### src/rtl/wb_trap_pkg.sv
`default_nettype none
// ============================================================================
// Module      : wb_trap_pkg
// Description : Shared types and constants for the writeback/trap sequencer.
// Revision    : 1.0 - initial release
// ============================================================================
package wb_trap_pkg;

    typedef enum logic [1:0] {
        ST_IDLE     = 2'd0,
        ST_FLUSH    = 2'd1,
        ST_REDIRECT = 2'd2
    } wb_state_e;

    localparam int unsigned c_CODE_W = 6;

    localparam logic [c_CODE_W-1:0] c_EXC_IADDR_MISALIGN = 6'd0;
    localparam logic [c_CODE_W-1:0] c_EXC_IACCESS        = 6'd1;
    localparam logic [c_CODE_W-1:0] c_EXC_ILLEGAL        = 6'd2;
    localparam logic [c_CODE_W-1:0] c_EXC_BREAKPOINT     = 6'd3;
    localparam logic [c_CODE_W-1:0] c_EXC_LOAD_MISALIGN  = 6'd4;
    localparam logic [c_CODE_W-1:0] c_EXC_LOAD_ACCESS    = 6'd5;
    localparam logic [c_CODE_W-1:0] c_EXC_STORE_MISALIGN = 6'd6;
    localparam logic [c_CODE_W-1:0] c_EXC_STORE_ACCESS   = 6'd7;
    localparam logic [c_CODE_W-1:0] c_EXC_ECALL_M        = 6'd11;

    localparam logic [c_CODE_W-1:0] c_IRQ_MSI = 6'd3;
    localparam logic [c_CODE_W-1:0] c_IRQ_MTI = 6'd7;
    localparam logic [c_CODE_W-1:0] c_IRQ_MEI = 6'd11;

    // Bit positions inside the {MEI,MTI,MSI} pending/enable vectors
    localparam int unsigned c_IRQ_BIT_MSI = 0;
    localparam int unsigned c_IRQ_BIT_MTI = 1;
    localparam int unsigned c_IRQ_BIT_MEI = 2;

    // Ranked exception codes, element 0 is the highest priority
    localparam int unsigned c_N_RANKED = 9;
    localparam logic [c_N_RANKED-1:0][c_CODE_W-1:0] c_EXCP_PRIO = {
        c_EXC_STORE_ACCESS, c_EXC_LOAD_ACCESS, c_EXC_STORE_MISALIGN,
        c_EXC_LOAD_MISALIGN, c_EXC_ECALL_M, c_EXC_BREAKPOINT,
        c_EXC_IADDR_MISALIGN, c_EXC_ILLEGAL, c_EXC_IACCESS
    };

    // Smaller rank wins; unranked codes follow the table, highest code first
    function automatic int rank_of(input logic [c_CODE_W-1:0] code);
        int r;
        r = int'(c_N_RANKED) + (63 - int'(code));
        for (int k = 0; k < int'(c_N_RANKED); k++) begin
            if (c_EXCP_PRIO[k] == code) begin
                r = k;
            end
        end
        return r;
    endfunction

endpackage
`default_nettype wire

### src/rtl/wb_trap_seq_cause_enc.sv
`default_nettype none
// ============================================================================
// Module      : trap_cause_enc
// Description : Combinational priority encoder selecting the trap cause from
//               masked interrupts and exception requests.
// Revision    : 1.0 - initial release
// ============================================================================
module trap_cause_enc
    import wb_trap_pkg::*;
#(
    parameter int EXCP_W = 16
) (
    input  logic [EXCP_W-1:0]   i_excp,
    input  logic [2:0]          i_irq,
    output logic                o_taken,
    output logic                o_is_int,
    output logic [c_CODE_W-1:0] o_code
);

    int w_best;

    always_comb begin
        o_taken  = 1'b0;
        o_is_int = 1'b0;
        o_code   = '0;
        w_best   = 32'h7fff_ffff;
        if (|i_irq) begin
            o_taken  = 1'b1;
            o_is_int = 1'b1;
            if (i_irq[c_IRQ_BIT_MEI]) begin
                o_code = c_IRQ_MEI;
            end else if (i_irq[c_IRQ_BIT_MSI]) begin
                o_code = c_IRQ_MSI;
            end else begin
                o_code = c_IRQ_MTI;
            end
        end else if (|i_excp) begin
            o_taken = 1'b1;
            for (int i = 0; i < EXCP_W; i++) begin
                if (i_excp[i] && (rank_of(c_CODE_W'(i)) < w_best)) begin
                    w_best = rank_of(c_CODE_W'(i));
                    o_code = c_CODE_W'(i);
                end
            end
        end
    end

endmodule
`default_nettype wire

### src/rtl/wb_trap_seq.sv
`default_nettype none
// ============================================================================
// Module      : wb_trap_seq
// Description : Writeback retirement and trap/mret sequencer (capture, flush
//               handshake, redirect). Optional macro WB_VECTORED_INT_EN
//               enables vectored mtvec for interrupts.
// Revision    : 1.0 - initial release
// ============================================================================
module wb_trap_seq
    import wb_trap_pkg::*;
#(
    parameter int              XLEN   = 64,
    parameter int              EXCP_W = 16,
    parameter logic [XLEN-1:0] PC_RST = '0
) (
    input  logic              clk,
    input  logic              rst,
    input  logic              wb_valid_i,
    output logic              wb_ready_o,
    input  logic [XLEN-1:0]   wb_pc_i,
    input  logic [31:0]       wb_instr_i,
    input  logic              wb_is_load_i,
    input  logic              wb_is_csr_i,
    input  logic              wb_rd_wen_i,
    input  logic [4:0]        wb_rd_idx_i,
    input  logic [XLEN-1:0]   wb_alu_res_i,
    input  logic [XLEN-1:0]   wb_mem_rdata_i,
    input  logic [XLEN-1:0]   wb_csr_rdata_i,
    input  logic              wb_csr_wen_i,
    input  logic [11:0]       wb_csr_idx_i,
    input  logic [XLEN-1:0]   wb_csr_wdata_i,
    input  logic [EXCP_W-1:0] wb_excp_i,
    input  logic              wb_mret_i,
    input  logic              mstatus_mie_i,
    input  logic [2:0]        irq_pend_i,
    input  logic [2:0]        irq_en_i,
    input  logic [XLEN-1:0]   mtvec_i,
    input  logic [XLEN-1:0]   mepc_i,
    output logic              rd_wen_o,
    output logic [4:0]        rd_idx_o,
    output logic [XLEN-1:0]   rd_wdata_o,
    output logic              csr_wen_o,
    output logic [11:0]       csr_idx_o,
    output logic [XLEN-1:0]   csr_wdata_o,
    output logic              mcause_wen_o,
    output logic [XLEN-1:0]   mcause_wdata_o,
    output logic              mepc_wen_o,
    output logic [XLEN-1:0]   mepc_wdata_o,
    output logic              mtval_wen_o,
    output logic [XLEN-1:0]   mtval_wdata_o,
    output logic              mie_clear_o,
    output logic              mie_restore_o,
    output logic              flush_req_o,
    input  logic              flush_ack_i,
    output logic              redirect_valid_o,
    output logic [XLEN-1:0]   redirect_pc_o,
    output logic [XLEN-1:0]   minstret_o
);

    wb_state_e              r_state;
    wb_state_e              w_state_nxt;

    logic                   w_accept;
    logic                   w_trap;
    logic                   w_retire;
    logic                   w_mret_go;
    logic [2:0]             w_irq_live;
    logic                   w_enc_taken;
    logic                   w_enc_is_int;
    logic [c_CODE_W-1:0]    w_enc_code;
    logic [XLEN-1:0]        w_mtval;
    logic [XLEN-1:0]        w_base;
    logic [XLEN-1:0]        w_trap_target;
    logic [XLEN-1:0]        w_mcause;

    logic                   r_pulse;
    logic                   r_is_trap;
    logic                   r_is_int;
    logic [c_CODE_W-1:0]    r_code;
    logic [XLEN-1:0]        r_mepc;
    logic [XLEN-1:0]        r_mtval;
    logic [XLEN-1:0]        r_target;
    logic [XLEN-1:0]        r_minstret;

    assign w_irq_live = irq_pend_i & irq_en_i & {3{mstatus_mie_i}};

    trap_cause_enc #(
        .EXCP_W (EXCP_W)
    ) u_cause_enc (
        .i_excp   (wb_excp_i),
        .i_irq    (w_irq_live),
        .o_taken  (w_enc_taken),
        .o_is_int (w_enc_is_int),
        .o_code   (w_enc_code)
    );

    assign w_accept  = wb_valid_i && wb_ready_o && !rst;
    assign w_trap    = w_accept && w_enc_taken;
    assign w_retire  = w_accept && !w_enc_taken;
    assign w_mret_go = w_retire && wb_mret_i;

    // Retirement writes go straight out in the accept cycle
    assign rd_wen_o    = w_retire && wb_rd_wen_i;
    assign rd_idx_o    = wb_rd_idx_i;
    assign rd_wdata_o  = wb_is_load_i ? wb_mem_rdata_i :
                         wb_is_csr_i  ? wb_csr_rdata_i : wb_alu_res_i;
    assign csr_wen_o   = w_retire && wb_csr_wen_i;
    assign csr_idx_o   = wb_csr_idx_i;
    assign csr_wdata_o = wb_csr_wdata_i;

    always_comb begin
        w_mtval = '0;
        if (!w_enc_is_int) begin
            if ((w_enc_code == c_EXC_IADDR_MISALIGN) || (w_enc_code == c_EXC_IACCESS)) begin
                w_mtval = wb_pc_i;
            end else if (w_enc_code == c_EXC_ILLEGAL) begin
                w_mtval = XLEN'(wb_instr_i);
            end else if ((w_enc_code >= c_EXC_LOAD_MISALIGN) && (w_enc_code <= c_EXC_STORE_ACCESS)) begin
                w_mtval = wb_alu_res_i;
            end
        end
    end

    assign w_base = mtvec_i & ~XLEN'(3);

`ifdef WB_VECTORED_INT_EN
    assign w_trap_target = (w_enc_is_int && (mtvec_i[1:0] == 2'b01)) ?
                           (w_base + (XLEN'(w_enc_code) << 2)) : w_base;
`else
    assign w_trap_target = w_base;
`endif

    always_ff @(posedge clk) begin
        if (rst) begin
            r_state <= ST_IDLE;
        end else begin
            r_state <= w_state_nxt;
        end
    end

    always_comb begin
        w_state_nxt = r_state;
        case (r_state)
            ST_IDLE:     if (w_trap || w_mret_go) w_state_nxt = ST_FLUSH;
            ST_FLUSH:    if (flush_ack_i) w_state_nxt = ST_REDIRECT;
            ST_REDIRECT: w_state_nxt = ST_IDLE;
            default:     w_state_nxt = ST_IDLE;
        endcase
    end

    always_comb begin
        wb_ready_o       = (r_state == ST_IDLE);
        flush_req_o      = (r_state == ST_FLUSH);
        redirect_valid_o = (r_state == ST_REDIRECT);
    end

    // Cause/target capture; r_pulse marks the first FLUSH cycle
    always_ff @(posedge clk) begin
        if (rst) begin
            r_pulse    <= 1'b0;
            r_is_trap  <= 1'b0;
            r_is_int   <= 1'b0;
            r_code     <= '0;
            r_mepc     <= '0;
            r_mtval    <= '0;
            r_target   <= PC_RST;
            r_minstret <= '0;
        end else begin
            r_pulse <= w_trap || w_mret_go;
            if (w_trap) begin
                r_is_trap <= 1'b1;
                r_is_int  <= w_enc_is_int;
                r_code    <= w_enc_code;
                r_mepc    <= wb_pc_i;
                r_mtval   <= w_mtval;
                r_target  <= w_trap_target;
            end else if (w_mret_go) begin
                r_is_trap <= 1'b0;
                r_target  <= mepc_i;
            end
            if (w_retire) begin
                r_minstret <= r_minstret + XLEN'(1);
            end
        end
    end

    always_comb begin
        w_mcause                = '0;
        w_mcause[c_CODE_W-1:0]  = r_code;
        w_mcause[XLEN-1]        = r_is_int;
    end

    assign mcause_wen_o   = r_pulse && r_is_trap;
    assign mepc_wen_o     = r_pulse && r_is_trap;
    assign mtval_wen_o    = r_pulse && r_is_trap;
    assign mie_clear_o    = r_pulse && r_is_trap;
    assign mie_restore_o  = r_pulse && !r_is_trap;
    assign mcause_wdata_o = w_mcause;
    assign mepc_wdata_o   = r_mepc;
    assign mtval_wdata_o  = r_mtval;
    assign redirect_pc_o  = r_target;
    assign minstret_o     = r_minstret;

endmodule
`default_nettype wire

### config.mk
export PLATFORM = sky130hd
export DESIGN_NAME = wb_trap_seq
export DESIGN_NICKNAME = d
export VERILOG_FILES = /design/src/rtl/wb_trap_pkg.sv /design/src/rtl/wb_trap_seq_cause_enc.sv /design/src/rtl/wb_trap_seq.sv
export SDC_FILE = /design/constraint.sdc
export NUM_CORES = 1
export LEC_CHECK = 0
export CAP_MARGIN = 20
export CORE_AREA = 3 3 394 396
export CTS_BUF_LIST = sky130_fd_sc_hd__clkbuf_4 sky130_fd_sc_hd__clkbuf_8
export CTS_CLUSTER_SIZE = 12
export DETAILED_ROUTE_END_ITERATION = 7
export DIE_AREA = 0 0 397 399
export HOLD_SLACK_MARGIN = 0.12
export PLACE_DENSITY_LB_ADDON = 0.08
export SYNTH_ARGS = -nofsm -noshare
export SYNTH_HDL_FRONTEND = slang
export SYNTH_SLANG_ARGS = --single-unit
### constraint.sdc
create_clock -name clk -period 4.8 [get_ports clk]
set_input_delay 0.72 -clock clk [delete_from_list [all_inputs] [get_ports clk]]
set_output_delay 0.72 -clock clk [all_outputs]
set_load 0.01 [all_outputs]
After elaboration in Yosys (flattened, before gate mapping)
Index checks and enable logic that the tools add are counted.
- order comparisons: 18
- reductions and logical operators: 38
- add/subtract/negate cells: 1
- equality and inequality tests: 6
- mux-type cells: 98
- bitwise operators: 2
- operators by type and width (kind ; count):
    32-bit two-way mux ; 62
    64-bit two-way mux ; 8
    32-bit < comparator ; 8
    7-bit by 32-bit < comparator with 1-bit output (first input constant) ; 6
    64-bit by 1-bit adder with 64-bit output (second input constant) ; 1
    32-bit < comparator (second input constant) ; 1
    8-bit by 32-bit < comparator with 1-bit output (first input constant) ; 1
    4-bit two-way mux ; 8
    31-bit two-way mux ; 1
    1-bit logical AND ; 26
    6-bit two-way mux ; 3
    16-bit OR reduction ; 1
    3-bit two-way mux ; 5
    2-bit two-way mux ; 4
    3-bit bitwise AND ; 2
    6-bit by 1-bit == test with 1-bit output (second input constant) ; 1
    6-bit by 2-bit == test with 1-bit output (second input constant) ; 1
    6-bit by 3-bit greater-or-equal comparator with 1-bit output (second input constant) ; 1
    6-bit by 3-bit <= comparator with 1-bit output (second input constant) ; 1
    6-bit zero test ; 1
    1-bit two-way mux ; 6
    2-bit by 1-bit != test with 1-bit output (second input constant) ; 2
    2-bit case mux with 2 select lines ; 1
    1-bit zero test ; 3
    other kinds (8) ; 9
- register bits: 267
- input bits: 529

Depth between registers and ports, before layout
Gate-level depths: netlist (run 1).
- word-level depth: 90
- depth in mapped cells: 10
- mapped depth without buffers: 6

Cells and area by module
From an unflattened synthesis (run 1), not the netlist that was laid out.
- cells, all modules: 1703
- area total of the unflattened synthesis: 13379.1 um^2
- by module, submodules not included (module ; sequential area each (um^2) ; cells each ; area an instance (um^2) ; times used):
    wb_trap_seq ; 5345.1 ; 1667 ; 13145.1 ; 1
    trap_cause_enc ; 0.0 ; 36 ; 234.0 ; 1

Least setup slack after synthesis (run 1)
No wires, ideal clock.
- path type: input port to flip-flop
- from: input wb_excp_i[8]
- to: register r_minstret[50], in the netlist minstret_o[50]
- path buffers: 4
- arrival time: 2.752 ns
- path slack: 1.916 ns
- cell stages on the path: 10
- setup time: 0.132 ns
- path through: nor4_1 -> and4_1 -> buf_6 -> nand4_4 -> or4_1 -> buf_2 -> buf_6 -> buf_2 -> o31ai_1 -> a21oi_1
- cells in the longest elaborated chain, start to end: 5
- ends and longest elaborated chain (element ; RTL line ; text):
    start, declared ; wb_trap_seq.sv:32 ; input logic [EXCP_W-1:0] wb_excp_i,
    16-bit OR reduction ; wb_trap_seq_cause_enc.sv:37 ; end else if (|i_excp) begin
    1-bit two-way mux ; wb_trap_seq_cause_enc.sv:37 ;
    1-bit two-way mux ; wb_trap_seq_cause_enc.sv:27 ; if (|i_irq) begin
    1-bit zero test ; wb_trap_seq.sv:99 ; assign w_retire = w_accept && !w_enc_taken;
    1-bit logical AND ; wb_trap_seq.sv:99 ;
    end signal, assigned ; wb_trap_seq.sv:182 ; r_minstret <= r_minstret + XLEN'(1);
    end, declared ; wb_trap_seq.sv:83 ; logic [XLEN-1:0] r_minstret;
No other way between the ends.
A chain may end at the register's enable or synchronous reset.

Worst setup path in the final report (run 1)
- from: input mstatus_mie_i
- to: output rd_wen_o
- cells in the longest elaborated chain, start to end: 6
- ends and longest elaborated chain (element ; RTL line ; text):
    start, declared ; wb_trap_seq.sv:34 ; input logic mstatus_mie_i,
    3-bit bitwise AND ; wb_trap_seq.sv:85 ; assign w_irq_live = irq_pend_i & irq_en_i & {3{mstatus_mie_i}};
    3-bit OR reduction ; wb_trap_seq_cause_enc.sv:27 ;
    1-bit two-way mux ; wb_trap_seq_cause_enc.sv:27 ;
    1-bit zero test ; wb_trap_seq.sv:99 ;
    1-bit logical AND ; wb_trap_seq.sv:99 ;
    1-bit logical AND ; wb_trap_seq.sv:103 ; assign rd_wen_o = w_retire && wb_rd_wen_i;
    end, declared ; wb_trap_seq.sv:39 ; output logic rd_wen_o,
No other way between the ends.

==> results of run 1 <==
## power breakdown
group / total, uW / switching (uW) / internal (uW) / leakage, uW
Clock: 3050 / 1300 / 1750 / 0.000739
Sequential: 2370 / 62.2 / 2310 / 0.00216
Combinational: 1470 / 713 / 756 / 0.00610
## state kept, by name, summed over array words and instances, names as in the netlist
name	cells
r_code	4
mtval_wdata_o	64
r_is_trap	1
r_state	2
r_is_int	1
redirect_pc_o	64
r_pulse	1
mepc_wdata_o	64
minstret_o	64
## final cells by class
cell class | count | area [sq um]
sequential | 265 | 5310
multi-input combinational | 1252 | 7340
inverter | 14 | 52.6
clock buffer | 100 | 1280
timing repair buffer | 836 | 8360
fill | 17145 | 127000
clock inverter | 13 | 123
antenna | 16 | 40.0
tap | 2030 | 2540
## critical path, cell delays in order
cell             delay [ps]
clkdlybuf4s50_1         590
and3_1                  380
a21o_2                  320
nor3_1                  250
buf_4                   190
and2_1                  120
clkdlybuf4s50_1         520
## layer usage
layer | up-vias | GRT usage | wire [microns]
met5 | - | 0 | 76
met3 | 187 | 0.0551 | 9860
met4 | 12 | 0.0447 | 3260
li1 | 7414 | - | -
met2 | 715 | 0.193 | 45600
met1 | 7354 | 0.135 | 38900
## cell families (layout without fill, tap and decap cells)
logic type	Yosys count	count (layout)
XOR/XNOR	26	26
AND/OR/NAND/NOR	618	618
AO/OA/AOI/OAI	480	480
other	1	75
buffers and inverters	288	963
multiplexers	68	68
adder cells (fa/ha/maj)	1	1
flip-flops	265	265
## layout by cell type (no fill, tap or decap), drive strengths merged, types with 35 or more instances in the layout
cell type,n
a21o,35
a21oi,131
a22oi,94
a31oi,64
buf,58
clkbuf,101
clkdlybuf4s50,777
conb,59
dfxtp,265
mux2i,66
nand2,315
nand3b,69
nor2,73
o21ai,101
## per-stage QoR
step | hold slack [ps] | total power [uW] | instance area (sq um) | utilization | instances
floorplan | 458 | 2980 | 14200 | - | 1805
global placement | 444 | 3930 | 23600 | 0.155 | 4397
detailed placement | 446 | 3920 | 23600 | 0.155 | 4397
CTS | 361 | 7170 | 25000 | 0.165 | 4510
global route | 412 | 7320 | 25000 | 0.165 | 4519
finish | 450 | 6880 | 25000 | 0.165 | 4526
## worst min-delay path by stage
stage,endpoint
2_1_floorplan,r_is_trap
4_1_cts,redirect_pc_o[38]
6_report,redirect_pc_o[21]
3_5_place_dp,redirect_pc_o[63]
3_3_place_gp,redirect_pc_o[23]
5_1_grt,redirect_pc_o[22]
==> flow_metrics.py, run 1 <==
metrics = {
    "global_routing": {
        "antenna_found_initial": 34,
        "grt.overflow.total": 0,
        "grt_max_degree": 73,
        "grt_pass1_wl_microns": 132000,
        "grt_pass1_vias": 16410,
        "grt.total_usage": 0.118,
    },
    "die": {
        "dieHeight_microns": 399,
        "die_w_microns": 397,
        "rows": 143,
        "die_area_sq_um": 158000,
        "core_area_sq_um": 152000,
        "ios": 1004,
        "initial_utilization": 0.0919,
    },
    "clocking": {
        "root_buffer": "clkbuf_8",
        "cts_setup_buffers": 0,
        "hold_buffers": 0,
        "numCtsBuffers": 68,
        "clock_path_buffers": 3,
        "cts_tree": "done",
        "ctsHtreeMaxLevel": 3,
        "post_cts_resized": 0,
        "worstSkewPairLatency_ps": 730,
        "clkSinkCount": 265,
        "clkTransAtPathRegs_ps": 50,
    },
    "timing": {
        "tns_ps": 0,
        "slew-limit-headroom": 0.360,
        "worst_pin_slew_ps": 960,
        "layout_setup_ws_ps": 960,
        "drv_slew": 0,
        "max_freq_mhz": 260,
        "fin_skew_ps": 57.9,
        "final-hold-violation-count": 0,
        "rsz0062_at_grt": "false",
        "setup_viol": 0,
        "min_period_over_period": 0.800,
        "period_minus_slack_ps": 3840,
    },
    "synthesis": {
        "synthAdderAreaFrac": 0.000896,
        "synth_edf_count": 0,
        "synth-simple-area-share": 0.221,
        "synth_top_family_by_area": "simple AND/OR/NAND/NOR gates",
        "synth_cells": 1747,
        "synthXorXnorAreaFrac": 0.0163,
        "synth_most_common_cell": "nand2_1",
        "synth_flop_cell": "dfxtp_1",
        "yosys_warnings": 0,
        "synthTopCellsByArea": "dfxtp_1 (38%), nand2_1 (8.5%), buf_4 (7.7%)",
        "synth_compound_area_frac": 0.215,
        "synthMuxAreaShare": 0.0489,
        "synth_async_sr_flop_share": 0,
        "yosysSeqAreaShare": 0.380,
        "syn_area_per_cell_sq_um": 7.99,
        "synth_top_area_cell": "dfxtp_1",
        "netlist.area_leader.share": 0.380,
        "synth_area_sq_um": 14000,
        "ys_seq_elements": 265,
        "synth.cells.most_frequent": "nand2_1 (315), dfxtp_1 (265), buf_4 (144)",
        "synth_cell_types": 58,
    },
    "setup_path": {
        "reg2regPathDepth": 7,
        "cp.required_ps": 4080,
        "critPathKind": "in2out",
        "r2r-end": "minstret_o[52]",
        "cp.arrival_ps": 3120,
        "crit_path_end": "rd_wen_o",
        "endpoint_kind": "primary output",
        "crit_fanout": 6,
        "cp-startpoint": "mstatus_mie_i",
        "r2r-start": "minstret_o[5]",
        "reg2reg_slack_ps": 1400,
        "start_kind": "input port",
    },
    "pwr": {
        "irDropWorstVdd_v": 0.000158,
        "p_leak_uw": 0.00900,
        "powerDensity_nw_per_um2": 275,
    },
    "routing": {
        "drcViolationCount": 0,
        "ant_nets": 0,
        "drt_first_pass_iters": 5,
        "wire_per_inst_microns": 21.6,
        "vias": 15682,
        "viasPerCell": 3.46,
        "drt-total-wl_microns": 97700,
        "drtIter0Drc": 687,
    },
    "final_layout": {
        "nNetsFinal": 2967,
        "drive_above_1_share": 0.0827,
        "area_delta_synth_final_pct": 79.3,
    },
    "job": {
        "drv_cap": 0,
    },
    "hold_path": {
        "hold_start": "redirect_pc_o[21]",
        "min_path_cells": 2,
        "hold_class": "reg2reg",
    },
    "run_status": {
        "outcome": "complete, no violations",
    },
    "place": {
        "gp_congestion": 0.809,
        "dp_hpwl_microns": 76900,
        "port_buffers": 780,
        "dpl_worst_slack_ps": 691,
    },
}
Note: power is estimated with default switching activity, not from simulation.
==> inputs of run 2 (changes only) <==
Clock period 4.8 ns to 3.62 ns, I/O delays scaled along.
==> run 2 against run 1 <==
Against the previous run: die area did not move; core utilization rose by 0.15 points; clock-buffer cell count rose by 2.
==> flow_metrics.py, run 2 (synthesis results as in run 1) <==
metrics = {
    "pwr": {
        "powerDensity_nw_per_um2": 356,
        "p_leak_uw": 0.00911,
        "power_uw": 9000,
        "irDropWorstVdd_v": 0.000228,
    },
    "clocking": {
        "clkSinkCount": 265,
        "worstSkewPairLatency_ps": 720,
        "cts_setup_buffers": 0,
        "ctsHtreeMaxLevel": 3,
        "cts_tree": "done",
        "numCtsBuffers": 66,
        "root_buffer": "clkbuf_8",
        "clock_path_buffers": 3,
        "clkTransAtPathRegs_ps": 60,
    },
    "timing": {
        "drv_slew": 0,
        "min_period_over_period": 0.967,
        "rsz0062_at_grt": "false",
        "final-hold-violation-count": 0,
        "max_freq_mhz": 286,
        "period_minus_slack_ps": 3500,
        "worst_pin_slew_ps": 1080,
        "slew-limit-headroom": 0.282,
        "setup_viol": 0,
        "fin_hold_ws_ps": 402,
        "fin_skew_ps": 37.7,
    },
    "setup_path": {
        "crit_fanout": 3,
        "cp.arrival_ps": 2960,
        "cpPeakStageDelay_ps": 520,
        "critPathSlowestCell": "clkdlybuf4s50_1",
        "cp-startpoint": "wb_excp_i[15]",
        "reg2regPathDepth": 7,
        "r2r-start": "minstret_o[5]",
        "start_kind": "input port",
        "cp.required_ps": 3080,
        "crit_top_cell": "buf_4",
        "endpoint_kind": "primary output",
        "critPathKind": "in2out",
        "cp_cell_sequence": "clkdlybuf4s50_1, nor4_4, buf_4, buf_4, nand4_1, nor3_2, buf_4, and2_1, clkdlybuf4s50_1",
    },
    "job": {
        "drv_cap": 0,
    },
    "final_layout": {
        "nNetsFinal": 2983,
        "area_delta_synth_final_pct": 80.9,
        "mostFrequentLayoutCells": "clkdlybuf4s50_1 (777), nand2_1 (315), dfxtp_1 (265), a21oi_1 (129), o21ai_0 (100)",
        "fillers": 17065,
        "mostFrequentLayoutCell": "clkdlybuf4s50_1",
        "drive_above_1_share": 0.0877,
        "design_area_sq_um": 25300,
    },
    "routing": {
        "ant_nets": 0,
        "viasPerCell": 3.48,
        "wire_per_inst_microns": 21.7,
        "drtIter0Drc": 761,
        "vias": 15814,
        "drcViolationCount": 0,
        "drt-total-wl_microns": 98500,
        "drt_first_pass_iters": 7,
    },
    "global_routing": {
        "grt_max_degree": 125,
        "grt_pass1_wl_microns": 132000,
        "grt.total_usage": 0.119,
        "grt_pass1_vias": 16458,
        "grt.overflow.total": 0,
        "antenna_found_initial": 29,
    },
    "place": {
        "placed_area_sq_um": 23900,
        "dp_hpwl_microns": 78400,
        "port_buffers": 780,
        "gp_congestion": 0.796,
    },
    "die": {
        "core_area_sq_um": 152000,
        "die_area_sq_um": 158000,
        "die_w_microns": 397,
        "ios": 1004,
        "initial_utilization": 0.0919,
        "rows": 143,
        "dieHeight_microns": 399,
    },
    "hold_path": {
        "hold_class": "in2reg",
        "min_path_cells": 3,
        "hold_start": "wb_pc_i[53]",
    },
    "run_status": {
        "outcome": "complete, no violations",
    },
}
-- run 2: cell types whose count changed in the layout (fill, tap and decap cells not counted), moves of 2 or more --
cell,before,now
clkbuf_8,85,80
inv_8,2,0
inv_6,1,4
diode_2,16,12
buf_4,47,50
clkbuf_4,16,23
clkinv_2,6,4
nor4_2,4,2
buf_12,11,25
-- run 2: stage by stage --
stage               setup TNS [ps]   util  std cells  worst slack, ps
floorplan                        0      -       1805              913
global placement            -12810  0.157       4414             -386
detailed placement          -13740  0.157       4414             -390
CTS                              0  0.166       4526             17.1
global route                     0  0.166       4534             36.5
finish                           0  0.166       4538              119
-- run 2: layout make-up --
class                           count  area, sq um  area share
Timing Repair Buffer              854         8680       0.343
Sequential cell                   265         5310       0.210
Multi-Input combinational cell   1252         7340       0.290
Tap cell                         2030         2540       0.101
Clock inverter                      9         62.6     0.00248
Antenna cell                       12         30.0     0.00119
Clock buffer                      102         1260      0.0499
Inverter                           14         52.6     0.00208
-- run 2: worst paths after layout --
path	end	slack, ps
max reg2reg	minstret_o[52]	710
min	mepc_wdata_o[53]	400
min reg2reg	redirect_pc_o[10]	450
max	csr_wen_o	120
-- run 2: repair_timing --
action | 4_1_cts | 5_1_grt
hold buffers | 1 | 0
pin swaps | 0 | 1
setup endpoints to repair | 2 | 2
resized for setup | 1 | 1
endpoints found under the hold margin | 2 | 0
-- run 2: per-layer routing --
layer	vias to the layer above	share of wire	wire length [microns]	GRT usage
met5	-	0.00046	45	0
met4	6	0.032	3200	0.0525
met3	166	0.098	9630	0.0502
met2	713	0.47	46700	0.194
met1	7464	0.40	38900	0.135
li1	7465	-	-	-
-- run 2: worst max-delay path: cells and delay by family --
family / cells / cell delay, ps
buf+inv: 5 / 1540
simple gates: 4 / 860
-- run 2: where the power goes --
group	internal, uW	leakage [uW]	total (uW)	switching (uW)
Combinational	1030	0.00624	1990	954
Sequential	3060	0.00216	3140	83.4
Clock	2200	0.000708	3870	1670
Total	6290	0.00911	9000	2710
